<file path="src/rtl/rgb_grayscaler_pkg.sv">
// Shared state encoding, luma weights and multiply helper for the RGB-to-gray block.
// GS_WEIGHTED_LUMA_EN selects the BT.601 weighting in gray_luma_calc.
package rgb_grayscaler_pkg;

  typedef enum logic [2:0] {
    GS_IDLE  = 3'd0,
    GS_GET_R = 3'd1,
    GS_GET_G = 3'd2,
    GS_GET_B = 3'd3,
    GS_CALC  = 3'd4,
    GS_OUT   = 3'd5,
    GS_DONE  = 3'd6
  } gs_state_t;

  localparam logic [7:0] GS_WR    = 8'd77;
  localparam logic [7:0] GS_WG    = 8'd150;
  localparam logic [7:0] GS_WB    = 8'd29;
  localparam int         GS_SHIFT = 8;

  function automatic logic [15:0] gs_mul(input logic [7:0] w, input logic [7:0] x);
    return 16'(w) * 16'(x);
  endfunction

endpackage

</file>
<file path="src/rtl/gray_luma_calc.sv">
// Combinational (r,g,b) -> gray, zero latency, no flow control.
// GS_WEIGHTED_LUMA_EN: 77R+150G+29B >> 8; otherwise (R+2G+B) >> 2.
module gray_luma_calc
  import rgb_grayscaler_pkg::*;
(
  input  logic [7:0] r,
  input  logic [7:0] g,
  input  logic [7:0] b,
  output logic [7:0] gray
);

`ifdef GS_WEIGHTED_LUMA_EN
  // Weights sum to 256, so the peak is 255*256 and the sum never overflows 16 bits.
  logic [15:0] sum;
  logic [15:0] sum_sh;

  assign sum    = gs_mul(GS_WR, r) + gs_mul(GS_WG, g) + gs_mul(GS_WB, b);
  assign sum_sh = sum >> GS_SHIFT;
  assign gray   = sum_sh[7:0];
`else
  logic [9:0] sum;

  assign sum  = {2'b00, r} + {1'b0, g, 1'b0} + {2'b00, b};
  assign gray = sum[9:2];
`endif

endmodule

</file>
<file path="src/rtl/rgb_grayscaler.sv">
// Reads R,G,B bytes per pixel, emits one gray byte per pixel; B-to-gray_valid is 2 cycles, >=5 cycles/pixel.
// pause stalls memory from the accepted B byte until the gray byte is taken. Luma mode: GS_WEIGHTED_LUMA_EN.
module rgb_grayscaler
  import rgb_grayscaler_pkg::*;
#(
  parameter int N = 2,
  parameter int M = 2
) (
  input  logic       clk,
  input  logic       rst,
  input  logic       gs_enable,
  input  logic [7:0] rgb_in,
  input  logic       rgb_valid,
  output logic       pause,
  output logic [7:0] gray_out,
  output logic       gray_valid,
  input  logic       gray_ready,
  output logic       gs_done
);

  localparam int unsigned NPIX = N * M;
  localparam int unsigned CW   = (NPIX > 1) ? $clog2(NPIX) : 1;
  localparam logic [CW-1:0] LAST_PIX = CW'(NPIX - 1);

  gs_state_t     state, state_nxt;
  logic [CW-1:0] pix_cnt;
  logic [7:0]    r_q, g_q, b_q;
  logic [7:0]    gray_q;
  logic [7:0]    gray_calc;
  logic          last_pix;

  assign last_pix = (pix_cnt == LAST_PIX);

  gray_luma_calc u_luma (
    .r    (r_q),
    .g    (g_q),
    .b    (b_q),
    .gray (gray_calc)
  );

  always_comb begin
    state_nxt  = state;
    pause      = 1'b0;
    gray_valid = 1'b0;
    gs_done    = 1'b0;
    case (state)
      GS_IDLE:  if (gs_enable) state_nxt = GS_GET_R;
      GS_GET_R: if (rgb_valid) state_nxt = GS_GET_G;
      GS_GET_G: if (rgb_valid) state_nxt = GS_GET_B;
      GS_GET_B: begin
        // Memory consumes the address presented with this B byte, so stall from here on.
        if (rgb_valid) begin
          state_nxt = GS_CALC;
          pause     = 1'b1;
        end
      end
      GS_CALC: begin
        pause     = 1'b1;
        state_nxt = GS_OUT;
      end
      GS_OUT: begin
        gray_valid = 1'b1;
        if (gray_ready) state_nxt = last_pix ? GS_DONE : GS_GET_R;
        else            pause     = 1'b1;
      end
      GS_DONE: begin
        gs_done   = 1'b1;
        state_nxt = GS_IDLE;
      end
      default: state_nxt = GS_IDLE;
    endcase
  end

  assign gray_out = gray_valid ? gray_q : 8'h00;

  always_ff @(posedge clk) begin
    if (rst) begin
      state   <= GS_IDLE;
      pix_cnt <= '0;
      r_q     <= 8'h00;
      g_q     <= 8'h00;
      b_q     <= 8'h00;
      gray_q  <= 8'h00;
    end else begin
      state <= state_nxt;
      case (state)
        GS_IDLE:  if (gs_enable) pix_cnt <= '0;
        GS_GET_R: if (rgb_valid) r_q <= rgb_in;
        GS_GET_G: if (rgb_valid) g_q <= rgb_in;
        GS_GET_B: if (rgb_valid) b_q <= rgb_in;
        GS_CALC:  gray_q <= gray_calc;
        GS_OUT:   if (gray_ready && !last_pix) pix_cnt <= pix_cnt + 1'b1;
        GS_DONE:  pix_cnt <= '0;
        default:  ;
      endcase
    end
  end

endmodule

</file>
<file path="config.mk">
export PLATFORM = sky130hd
export DESIGN_NAME = rgb_grayscaler
export DESIGN_NICKNAME = d
export VERILOG_FILES = /design/src/rtl/rgb_grayscaler_pkg.sv /design/src/rtl/gray_luma_calc.sv /design/src/rtl/rgb_grayscaler.sv
export SDC_FILE = /design/constraint.sdc
export NUM_CORES = 1
export LEC_CHECK = 0
export ABC_AREA = 1
export CAP_MARGIN = 25
export CORE_MARGIN = 4
export CORE_UTILIZATION = 56
export DETAILED_ROUTE_END_ITERATION = 10
export PLACE_DENSITY = 0.79
export SLEW_MARGIN = 25
export SYNTH_ARGS = -nofsm -noshare
export SYNTH_HDL_FRONTEND = slang
export SYNTH_HIERARCHICAL = 1
export SYNTH_SLANG_ARGS = --single-unit
</file>
<file path="constraint.sdc">
create_clock -name clk -period 2.81 [get_ports clk]
set_input_delay 0.562 -clock clk [delete_from_list [all_inputs] [get_ports clk]]
set_output_delay 0.562 -clock clk [all_outputs]
set_load 0.01 [all_outputs]
</file>
* After elaboration in Yosys (flattened, before gate mapping)
Cells that the tools add are included.
** Storage, ports and cells
- Output and inout port bits :: 11
- Memories kept :: 0
- Latch bits :: 0
- Memory bits (writable) :: 0
- Bits in read-only memories :: 0
- Register bits after elaboration :: 37
** Operators by class
- Order comparisons :: 0
- Equal/unequal tests :: 13
- Bitwise gates (word level) :: 0
- Divide/modulo/power cells :: 0
- Shifts and indexed selects :: 0
- Multiplexer cells :: 16
- $mul :: 0
- Reduce and logical (&&, ||, !) cells :: 9
- Add/subtract/negate cells :: 3
** Operator list (count)
- $mux 3 :: 6
- $pmux 3 s6 :: 1
- $ne 2x2->1 const B :: 6
- $add 10x8->10 :: 1
- $add 8x9->10 :: 1
- $eq 3x3->1 const B :: 3
- $mux 8 :: 1
- $eq 3x2->1 const B :: 2
- $pmux 2 s3 :: 1
- $reduce_and 2->1 :: 3
- $reduce_and 5->1 :: 1
- $mux 1 :: 4
- $mux 2 :: 2
- $eq 3x1->1 const B :: 1
- $logic_not 3->1 :: 1
- $pmux 1 s3 :: 1
- $reduce_and 3->1 :: 1
- $reduce_bool 3->1 :: 1
- $add 2x1->2 const B :: 1
- $eq 2x2->1 const B :: 1
- $logic_and 1x1->1 :: 1
- $logic_not 1->1 :: 1

* Depth between registers and ports, before layout
Gate-level depths: netlist (run 1).
- Depth after elaboration :: 5
- Mapped depth :: 14
- Depth with buffers taken out :: 14

* Hierarchy
Netlist (run 1), hierarchy kept.
** Modules (own cells, without submodules)
- rgb_grayscaler :: area each 1590.3 um2, cells each 215, seq. area each 740.7 um2, instances 1
- gray_luma_calc :: area each 498.0 um2, cells each 67, seq. area each 0.0 um2, instances 1

* Least setup slack after synthesis (run 1)
Ideal clock, no wire load.
- Path kind :: flip-flop to flip-flop
- From :: reg b_q[1]
- To :: reg gray_q[5]
- Arrival time :: 1.934 ns
- Stages on the path, launching flop included :: 13
- Buffers on the path :: 0
- Path slack :: 0.757 ns
- Library setup time :: 0.119 ns
- Path through :: dfxtp_1 inv_1 fa_1 nor2_4 fa_1 nand3_1 nand2_1 nand3_2 nand2_2 nand2_1 nand2_1 o21ai_0 a21oi_1
** Between the ends
- Cells in the longest elaborated chain, start to end :: 1
** RTL lines
- start, declared :: line rgb_grayscaler.sv:27 : logic [7:0] r_q, g_q, b_q;
- start signal, assigned :: line rgb_grayscaler.sv:90 : GS_GET_B: if (rgb_valid) b_q <= rgb_in;
- $add 10x8->10 :: line gray_luma_calc.sv:23 : assign sum = {2'b00, r} + {1'b0, g, 1'b0} + {2'b00, b};
- net gray_calc[5] :: line rgb_grayscaler.sv:29 : logic [7:0] gray_calc;
- end signal, assigned :: line rgb_grayscaler.sv:91 : GS_CALC: gray_q <= gray_calc;
- end, declared :: line rgb_grayscaler.sv:28 : logic [7:0] gray_q;
The timed path passes the listed nets, and every way through them passes these cells.
A chain may end at the register's enable or synchronous reset.

* Final worst setup path (run 1)
- From :: in rgb_valid
- To :: out pause
** Between the ends
- Cells in the longest elaborated chain, start to end :: 2
** RTL lines
- start, declared :: line rgb_grayscaler.sv:13 : input logic rgb_valid,
- $mux 1 :: line rgb_grayscaler.sv:52 : if (rgb_valid) begin
- $pmux 1 s3 :: line rgb_grayscaler.sv:46 : case (state)
- end, declared :: line rgb_grayscaler.sv:14 : output logic pause,
Every way passes these cells.

==> flow_metrics.env, run 1 <==
export IMPL_run_status="complete, no violations"
export IMPL_yosysSeqAreaShare=0.3547
export IMPL_drt_pass1_iter_count=4
export IMPL_critPathRequiredTime_ns=2.25
export IMPL_synth_edf_count=0
export IMPL_ys_flop_type="sky130_fd_sc_hd__dfxtp_1"
export IMPL_worst_ep_arrival_time_ns=1.94
export IMPL_start_util=0.6021
export IMPL_cts_buffers=5
export IMPL_grt_setup_unrepaired="false"
export IMPL_maxCapViolations=0
export IMPL_peakVddDrop_mv=0.5125
export IMPL_die_area_um2=4770
export IMPL_fraction_of_post_synthesis_cell_area_in_the_top_cell_type_by_area=0.3547
export IMPL_period_share=0.8890
export IMPL_critical_path_n_buffers_inverters=2
export IMPL_cts_sinks=37
export IMPL_post_synth_cell_area_avg_um2=7.405
export IMPL_crit_start="rgb_valid"
export IMPL_timing_reg2reg_setup_slack_ns=0.62
export IMPL_syn_num_nets=311
export IMPL_clkTransAtPathRegs_ns=0.08
export IMPL_via_count=1774
export IMPL_diodes=0
export IMPL_yosysWarningCount=6
export IMPL_detailed_place_hpwl_mm=2.884
export IMPL_critPathTopFamily="buffers and inverters"
export IMPL_root_buffer="sky130_fd_sc_hd__clkbuf_8"
export IMPL_grt_overflow_total=0
export IMPL_port_buffers=23
export IMPL_cts_hold_repair_buffers=0
export IMPL_floorplan_core_area_um2=3468
export IMPL_power_leakage_nw=1.125
export IMPL_die_h_um=69.07
export IMPL_register_bit_count_reported_by_yosys=37
export IMPL_crit_path_end_kind="primary output"
export IMPL_slew_headroom=0.7598
export IMPL_hold_path_class="reg -> reg"
export IMPL_ctsResizeCount=0
export IMPL_postSynthCellCount=282
export IMPL_report_final_setup_viol=0
export IMPL_regToRegStartpoint="b_q[1]"
export IMPL_power_density_nw_per_um2=812.7
export IMPL_antenna_found_initial=0
export IMPL_worst_path_cell_chain="clkdlybuf4s50_1 > nand3_4 > nand3_1 > clkdlybuf4s50_1"
export IMPL_final_util=0.7211
export IMPL_fillerInstances=299
export IMPL_crit_slowest_cell="sky130_fd_sc_hd__clkdlybuf4s50_1"
export IMPL_grt_pass1_wl_mm=6.941
export IMPL_clock_skew_final_ns=0.007615
export IMPL_finalCriticalPeriod_ns=2.498
export IMPL_achievable_frequency_ghz=0.4003
export IMPL_synth_area_top_cells="sky130_fd_sc_hd__dfxtp_1, sky130_fd_sc_hd__nor2_1, sky130_fd_sc_hd__o21ai_0"
export IMPL_drc_violations=0
export IMPL_tightestPinTransition_ns=0.3598
export IMPL_timing_critical_path_depth=4
export IMPL_ant_nets=0
export IMPL_dieWidth_um=69.07
export IMPL_final_hold_violation_count=0
export IMPL_ctsHtreeMaxLevel=2
export IMPL_finalPower_w=0.002033
export IMPL_regToRegEndpoint="gray_q[5]"
export IMPL_cts_tree="yes"
export IMPL_crit_path_frequent_cell="sky130_fd_sc_hd__clkdlybuf4s50_1"
export IMPL_max_clock_path_buffers=2
export IMPL_finalWeightedCongestion=0.8020
export IMPL_fin_worst_hold_slack_ns=0.4494
export IMPL_final_common_cell="sky130_fd_sc_hd__nor2_1"
export IMPL_rr_worst_depth=12
export IMPL_insertion_delay_ns=0.30
export IMPL_layout_common_cells="sky130_fd_sc_hd__nor2_1, sky130_fd_sc_hd__nand2_1, sky130_fd_sc_hd__inv_1, sky130_fd_sc_hd__dfxtp_1, sky130_fd_sc_hd__o21ai_0"
export IMPL_drive_above_1_share=0.09355
export IMPL_drt_vias_per_instance=4.983
export IMPL_routedWlPerCell_um=11.26
export IMPL_async_reset_ff_frac=0
export IMPL_core_rowCount=21
export IMPL_ioPinCount=24
export IMPL_synth_cell_types=26
export IMPL_critical_path_fanout_max=17
export IMPL_areaGrowthSynthToFinish_pct=19.77
export IMPL_critical_path_class="in -> out"
export IMPL_drt_wl_total_mm=4.007
export IMPL_slew_viol_final=0
export IMPL_grt_start_max_net_pins=38
export IMPL_cts_setup_buffers=0
export IMPL_endpoint="pause"
export IMPL_initialDrtViolationCount=98
export IMPL_global_route_usage_total=0.1783
export IMPL_synth_top_area_cell="sky130_fd_sc_hd__dfxtp_1"
export IMPL_fin_setup_tns_ns=0
export IMPL_longest_individual_stage_delay_on_the_worst_path_ns=0.53
export IMPL_area_of_the_mapped_netlist_um2=2088
export IMPL_worst_setup_path_start_kind="input pin"
export IMPL_nNetsFinal=338
export IMPL_via_count_of_the_first_global_routing_pass=1652
## metal layers
layer / routed length, um / GRT usage / vias to the layer above / share of wire
met5: 0 / 0 / - / 0
met4: 103 / 0.08677 / 0 / 0.026
met3: 151 / 0.04360 / 9 / 0.038
met2: 1814 / 0.2850 / 27 / 0.45
met1: 1939 / 0.2240 / 788 / 0.48
li1: - / - / 950 / -
## worst min-delay path by stage
stage | start | end | slack [ns] | cells past startpoint
finish | b_q[0] | b_q[0] | 0.45 | 2
global route | gray_q[6] | gray_q[6] | 0.47 | 2
CTS | b_q[0] | b_q[0] | 0.45 | 2
floorplan | b_q[1] | b_q[1] | 0.42 | 2
global placement | b_q[1] | b_q[1] | 0.44 | 2
detailed placement | b_q[0] | b_q[0] | 0.44 | 2
## cell usage after synthesis (2+ instances only)
master                     number
sky130_fd_sc_hd__a21oi_1       22
sky130_fd_sc_hd__clkbuf_1       3
sky130_fd_sc_hd__dfxtp_1       37
sky130_fd_sc_hd__fa_1           8
sky130_fd_sc_hd__ha_1           8
sky130_fd_sc_hd__inv_1         37
sky130_fd_sc_hd__nand2_1       38
sky130_fd_sc_hd__nand2_2        5
sky130_fd_sc_hd__nand3_1       11
sky130_fd_sc_hd__nand3_2        4
sky130_fd_sc_hd__nand3_4        3
sky130_fd_sc_hd__nand4_1        2
sky130_fd_sc_hd__nor2_1        55
sky130_fd_sc_hd__nor2_4         2
sky130_fd_sc_hd__o21ai_0       34
sky130_fd_sc_hd__xor2_1         3
## area by class of cell
cell class	count	area [um^2]	share of cell area
clock inverters	3	68.82	0.02751
inverters	41	161.4	0.06453
flip-flops and latches	37	740.7	0.2961
clock buffers	5	68.82	0.02751
repair buffers	26	252.7	0.1011
well taps	46	57.56	0.02301
multi-input cells	198	1151	0.4602
## cell families after synthesis
group,Yosys count,share of synthesized area
fa+ha+maj,16,0.1246
flops,37,0.3547
compound gates,59,0.1444
xor+xnor,3,0.01258
simple gates,120,0.2696
buf+inv,47,0.09406
## sequential cells by signal, summed over array words and instances, names as in the netlist
| name | count |
|---|---|
| b_q | 8 |
| g_q | 8 |
| gray_q | 8 |
| pix_cnt | 2 |
| r_q | 8 |
| state | 3 |
## metrics by stage
step,worst slack [ns],instance area (um^2),cells
6_report,0.3118,2501,356
5_1_grt,0.2219,2501,356
4_1_cts,0.3018,2501,356
3_5_place_dp,0.3058,2364,348
3_3_place_gp,0.3206,2364,348
2_1_floorplan,0.7568,2088,282
## where the power goes
group	total [W]	internal (W)	switching [W]
clock	0.000559	0.000357	0.000201
combinational	0.000729	0.000282	0.000447
sequential	0.000745	0.000650	0.0000946
## worst reg2reg max path, delay by kind of cell, from the launching register on
kind                     cells  cell delay (ns)
AND/OR/NAND/NOR              7             0.48
AO/OA/AOI/OAI                2             0.20
adder cells (fa/ha/maj)      2             0.98
flip-flops                   1             0.34
buffers and inverters        1             0.06
No activity file was read; power rests on OpenSTA's default activity.
==> run 2, diff against run 1 <==
- CORE_MARGIN: 4 -> 2
- CORE_UTILIZATION: 56 -> 55
- PLACE_DENSITY: 0.79 -> 0.78
- SYNTH_HIERARCHICAL: 1 -> default
==> flow_metrics.env, run 2 <==
export IMPL_peakVddDrop_mv=0.4777
export IMPL_drt_wl_total_mm=3.823
export IMPL_whs_endpoint="b_q[0]"
export IMPL_gr_usage_met3=0.03646
export IMPL_period_share=0.8839
export IMPL_via_count_of_the_first_global_routing_pass=1574
export IMPL_use_met2=0.3268
export IMPL_area_of_the_mapped_netlist_um2=2019
export IMPL_crit_start="state[1]"
export IMPL_fraction_of_post_synthesis_cell_area_in_the_top_cell_type_by_area=0.3668
export IMPL_drc_violations=0
export IMPL_cts_buffers=5
export IMPL_met1_usage=0.2851
export IMPL_worst_ep_arrival_time_ns=1.92
export IMPL_run_status="complete, no violations"
export IMPL_slew_headroom=0.7363
export IMPL_clock_skew_final_ns=0.007119
export IMPL_drt_pass1_iter_count=4
export IMPL_final_hold_violation_count=0
export IMPL_cts_hold_repair_buffers=0
export IMPL_via_count=1746
export IMPL_floorplan_core_area_um2=3606
export IMPL_post_synth_mux_area_share=0
export IMPL_routedWlPerCell_um=10.89
export IMPL_ioPinCount=24
export IMPL_die_h_um=64.60
export IMPL_achievable_frequency_ghz=0.4026
export IMPL_port_buffers=23
export IMPL_core_rowCount=22
export IMPL_critical_path_n_buffers_inverters=2
export IMPL_critPathRequiredTime_ns=2.25
export IMPL_ctsHtreeMaxLevel=2
export IMPL_syn_num_nets=305
export IMPL_synth_area_top_cells="sky130_fd_sc_hd__dfxtp_1, sky130_fd_sc_hd__nor2_1, sky130_fd_sc_hd__fa_1"
export IMPL_netlist_top_cells_count="sky130_fd_sc_hd__nor2_1, sky130_fd_sc_hd__inv_1, sky130_fd_sc_hd__nand2_1"
export IMPL_detailed_place_hpwl_mm=2.951
export IMPL_areaGrowthSynthToFinish_pct=19.27
export IMPL_critical_path_fanout_max=10
export IMPL_regToRegEndpoint="gray_q[5]"
export IMPL_grt_pass1_wl_mm=6.782
export IMPL_crit_path_frequent_cell="sky130_fd_sc_hd__nor2_1"
export IMPL_drive_above_1_share=0.08581
export IMPL_ys_flop_type="sky130_fd_sc_hd__dfxtp_1"
export IMPL_root_buffer="sky130_fd_sc_hd__clkbuf_8"
export IMPL_dpl_instance_area_um2=2288
export IMPL_post_synth_xor_area_fraction=0.008674
export IMPL_postSynthCellCount=276
export IMPL_layout_common_cells="sky130_fd_sc_hd__nor2_1, sky130_fd_sc_hd__inv_1, sky130_fd_sc_hd__nand2_1, sky130_fd_sc_hd__dfxtp_1, sky130_fd_sc_hd__o21ai_0"
export IMPL_start_util=0.5600
export IMPL_cts_tree="yes"
export IMPL_grt_start_max_net_pins=17
export IMPL_crit_slowest_cell="sky130_fd_sc_hd__clkdlybuf4s50_1"
export IMPL_grt_setup_unrepaired="false"
export IMPL_die_area_um2=4173
export IMPL_hold_path_class="reg -> reg"
export IMPL_register_bit_count_reported_by_yosys=37
export IMPL_cts_sinks=37
export IMPL_grt_busiest_layer="met2"
export IMPL_drt_vias_per_instance=4.974
export IMPL_diodes=0
export IMPL_antenna_found_initial=0
export IMPL_async_reset_ff_frac=0
export IMPL_crit_path_end_kind="primary output"
export IMPL_synth_top_area_cell="sky130_fd_sc_hd__dfxtp_1"
export IMPL_rr_worst_depth=12
export IMPL_regToRegStartpoint="r_q[1]"
export IMPL_cts_setup_buffers=0
export IMPL_initialDrtViolationCount=99
export IMPL_tightestPinTransition_ns=0.3951
export IMPL_finalWeightedCongestion=0.8215
export IMPL_synthMostInstantiatedCell="sky130_fd_sc_hd__nor2_1"
export IMPL_clkTransAtPathRegs_ns=0.07
export IMPL_critical_path_class="reg -> out"
export IMPL_post_route_cell_area_um2=2409
export IMPL_worstHoldPathCells=2
export IMPL_global_route_usage_total=0.2071
export IMPL_nNetsFinal=331
export IMPL_dieWidth_um=64.60
export IMPL_synth_simple_gate_area_share=0.2491
export IMPL_maxCapViolations=0
export IMPL_post_synth_cell_area_avg_um2=7.317
export IMPL_synth_edf_count=0
export IMPL_max_clock_path_buffers=2
export IMPL_timing_hold_worst_start="b_q[0]"
export IMPL_ctsResizeCount=0
export IMPL_synth_cell_types=27
export IMPL_yosysWarningCount=0
export IMPL_yosysSeqAreaShare=0.3668
export IMPL_power_leakage_nw=1.073
export IMPL_ant_nets=0
export IMPL_power_density_nw_per_um2=712.7
export IMPL_longest_individual_stage_delay_on_the_worst_path_ns=0.52
export IMPL_final_common_cell="sky130_fd_sc_hd__nor2_1"
export IMPL_worst_setup_path_start_kind="flop"
export IMPL_fin_setup_tns_ns=0
export IMPL_timing_reg2reg_setup_slack_ns=0.71
export IMPL_dominant_combinational_cell_family_by_area_after_synthesis="simple AND/OR/NAND/NOR gates"
export IMPL_finalCriticalPeriod_ns=2.484
export IMPL_finalPower_w=0.001717
export IMPL_report_final_setup_viol=0
export IMPL_slew_viol_final=0
export IMPL_worst_path_cell_chain="nor2_1 > nand2_2 > inv_2 > nor2_1 > nand2_1 > clkdlybuf4s50_1"
export IMPL_insertion_delay_ns=0.29
export IMPL_critPathTopFamily="buffers and inverters"
export IMPL_synth_compound_area_share=0.1431
export IMPL_yosys_area_share_adder=0.1289
export IMPL_grt_overflow_total=0
[run 2: worst max path at each step]
stage | to | depth (start not counted)
floorplan | gray_q[5] | 12
global placement | pause | 4
detailed placement | pause | 4
CTS | pause | 6
global route | pause | 6
finish | pause | 6
[run 2: where the power goes]
part	leakage, nW	switching (W)	internal (W)
clock network	0.0574	0.000185	0.000288
registers	0.300	0.0000726	0.000611
logic	0.715	0.000348	0.000212
total	1.07	0.000606	0.00111
[run 2: cell families (layout without fill, tap and decap cells)]
logic type	after synthesis	count (layout)
and+or+nand+nor	113	113
xor gates and xnor gates	2	2
adders and majority gates	16	16
DFF	37	37
AOI/OAI and AO/OA	56	56
buffers and inverters	52	79
[run 2: metal layers]
layer	part of all wire	vias to the layer above
met1	0.50	790
met4	0.011	0
met2	0.46	27
li1	-	924
met3	0.027	5
met5	0	-
[run 2: worst reg2reg max path: stages (launching register included)]
cell	delay, ns
sky130_fd_sc_hd__dfxtp_1	0.32
sky130_fd_sc_hd__inv_1	0.06
sky130_fd_sc_hd__fa_1	0.53
sky130_fd_sc_hd__nor2_1	0.07
sky130_fd_sc_hd__fa_1	0.40
sky130_fd_sc_hd__nand3_1	0.12
sky130_fd_sc_hd__nand2_1	0.10
sky130_fd_sc_hd__nand2_1	0.10
sky130_fd_sc_hd__nand2_1	0.05
sky130_fd_sc_hd__nand2_1	0.07
sky130_fd_sc_hd__nand3_1	0.08
sky130_fd_sc_hd__nand2_1	0.07
sky130_fd_sc_hd__inv_1	0.03
[run 2: stage by stage]
step                  util  hold WS [ns]  cells  setup slack [ns]
finish              0.6679        0.4499    351            0.3262
global placement    0.6346        0.4389    343            0.4334
floorplan                -        0.4239    276            0.9027
detailed placement  0.6346        0.4405    343            0.4238
global route        0.6679        0.4835    351            0.1867
CTS                 0.6679        0.4535    351            0.3186
[run 2: layout make-up]
type / count / area [um^2]
Clock buffer: 6 / 82.58
Fill cell: 335 / 1197
Inverter: 46 / 172.7
Tap cell: 48 / 60.06
Sequential cell: 37 / 740.7
Clock inverter: 2 / 37.54
Timing Repair Buffer: 25 / 245.2
Multi-Input combinational cell: 187 / 1070
==> run 3, diff against run 2 <==
- CORE_UTILIZATION: 55 -> 25
- PLACE_DENSITY: 0.78 -> 0.41
==> flow_metrics.env, run 3 (synthesis gave the netlist of run 2 again) <==
export IMPL_run_status="complete, no violations"
export IMPL_ant_nets=0
export IMPL_power_leakage_nw=1.075
export IMPL_clock_skew_final_ns=0.004996
export IMPL_postLayoutSetupSlackWorst_ns=0.2855
export IMPL_finalPower_w=0.001719
export IMPL_achievable_frequency_ghz=0.3961
export IMPL_place_detailed_instances=398
export IMPL_grt_start_max_net_pins=20
export IMPL_critical_path_class="reg -> out"
export IMPL_finalWeightedCongestion=0.8311
export IMPL_timing_reg2reg_setup_slack_ns=0.74
export IMPL_routedWlPerCell_um=10.91
export IMPL_areaGrowthSynthToFinish_pct=22.74
export IMPL_critical_path_fanout_max=13
export IMPL_core_rowCount=32
export IMPL_die_area_um2=8813
export IMPL_cts_hold_repair_buffers=0
export IMPL_cts_tree="yes"
export IMPL_crit_start="state[2]"
export IMPL_clkTransAtPathRegs_ns=0.08
export IMPL_fin_setup_tns_ns=0
export IMPL_slew_headroom=0.7881
export IMPL_place_ws_ns=0.4064
export IMPL_worst_ep_arrival_time_ns=1.96
export IMPL_insertion_delay_ns=0.29
export IMPL_ctsHtreeMaxLevel=2
export IMPL_critPathRequiredTime_ns=2.25
export IMPL_period_share=0.8984
export IMPL_final_hold_violation_count=0
export IMPL_timing_hold_worst_start="gray_q[0]"
export IMPL_hold_path_class="reg -> reg"
export IMPL_floorplan_core_area_um2=7767
export IMPL_instances_no_fill=406
export IMPL_maxCapViolations=0
export IMPL_cts_sinks=37
export IMPL_slew_viol_final=0
export IMPL_crit_path_end_kind="primary output"
export IMPL_final_common_cell="sky130_fd_sc_hd__nor2_1"
export IMPL_diodes=0
export IMPL_post_route_cell_area_um2=2479
export IMPL_tightestPinTransition_ns=0.3175
export IMPL_drc_violations=0
export IMPL_peakVddDrop_mv=0.2346
export IMPL_nNetsFinal=332
export IMPL_regToRegStartpoint="r_q[1]"
export IMPL_grt_overflow_total=0
export IMPL_grt_pass1_wl_mm=7.590
export IMPL_cts_setup_buffers=0
export IMPL_initialDrtViolationCount=66
export IMPL_global_route_usage_total=0.1109
export IMPL_drive_above_1_share=0.08882
export IMPL_drt_vias_per_instance=4.039
export IMPL_ctsResizeCount=0
export IMPL_finalCriticalPeriod_ns=2.524
export IMPL_worst_setup_path_start_kind="flop"
export IMPL_dieWidth_um=93.88
export IMPL_power_density_nw_per_um2=693.7
export IMPL_drt_wl_total_mm=4.430
export IMPL_root_buffer="sky130_fd_sc_hd__clkbuf_8"
export IMPL_die_h_um=93.88
export IMPL_via_count=1640
export IMPL_report_final_setup_viol=0
export IMPL_max_clock_path_buffers=2
export IMPL_layout_common_cells="sky130_fd_sc_hd__nor2_1, sky130_fd_sc_hd__inv_1, sky130_fd_sc_hd__nand2_1, sky130_fd_sc_hd__dfxtp_1, sky130_fd_sc_hd__o21ai_0"
export IMPL_antenna_found_initial=0
export IMPL_port_buffers=23
export IMPL_via_count_of_the_first_global_routing_pass=1601
export IMPL_grt_setup_unrepaired="false"
export IMPL_start_util=0.2600
export IMPL_dpl_instance_area_um2=2364
export IMPL_detailed_place_hpwl_mm=3.401
export IMPL_drt_pass1_iter_count=4
export IMPL_cts_buffers=5
export IMPL_fillerInstances=874
export IMPL_ioPinCount=24
## run 3: cell type report
type                            count  area [um^2]  area share
Clock buffer                        5        68.82     0.02776
Multi-Input combinational cell    187         1070      0.4316
Inverter                           46        172.7     0.06966
Timing Repair Buffer               26        252.7      0.1020
Clock inverter                      3        46.29     0.01868
Sequential cell                    37        740.7      0.2988
Tap cell                          102        127.6     0.05149
## run 3: power by group
group / switching (W) / total (W) / internal [W]
combinational: 0.000355 / 0.000570 / 0.000215
clock: 0.000203 / 0.000468 / 0.000266
sequential: 0.0000708 / 0.000681 / 0.000610
## run 3: worst paths after layout
path	to	cells after the start
setup / recovery	pause	5
setup reg to reg	gray_q[5]	12
hold / removal	gray_q[0]	2
hold reg to reg	gray_q[0]	2
## run 3: metal layers
metal / track usage / wire length (um)
met1: 0.1538 / 2361
met2: 0.1702 / 1893
met3: 0.02729 / 149
met4: 0.03261 / 26
met5: 0 / 0
## run 3: worst max-delay path, cell delays in order (launching register included)
cell and delay (ns):
sky130_fd_sc_hd__dfxtp_1 0.48, sky130_fd_sc_hd__nand3_2 0.32, sky130_fd_sc_hd__nor2_4 0.22, sky130_fd_sc_hd__nor2_1 0.07, sky130_fd_sc_hd__nand2_1 0.06, sky130_fd_sc_hd__clkdlybuf4s50_1 0.52
## run 3: metrics by stage
stage | hold slack [ns] | utilization
finish | 0.4575 | 0.3191
global route | 0.4736 | 0.3191
CTS | 0.4606 | 0.3191
detailed placement | 0.4473 | 0.3043
global placement | 0.4438 | 0.3043
floorplan | 0.4239 | -
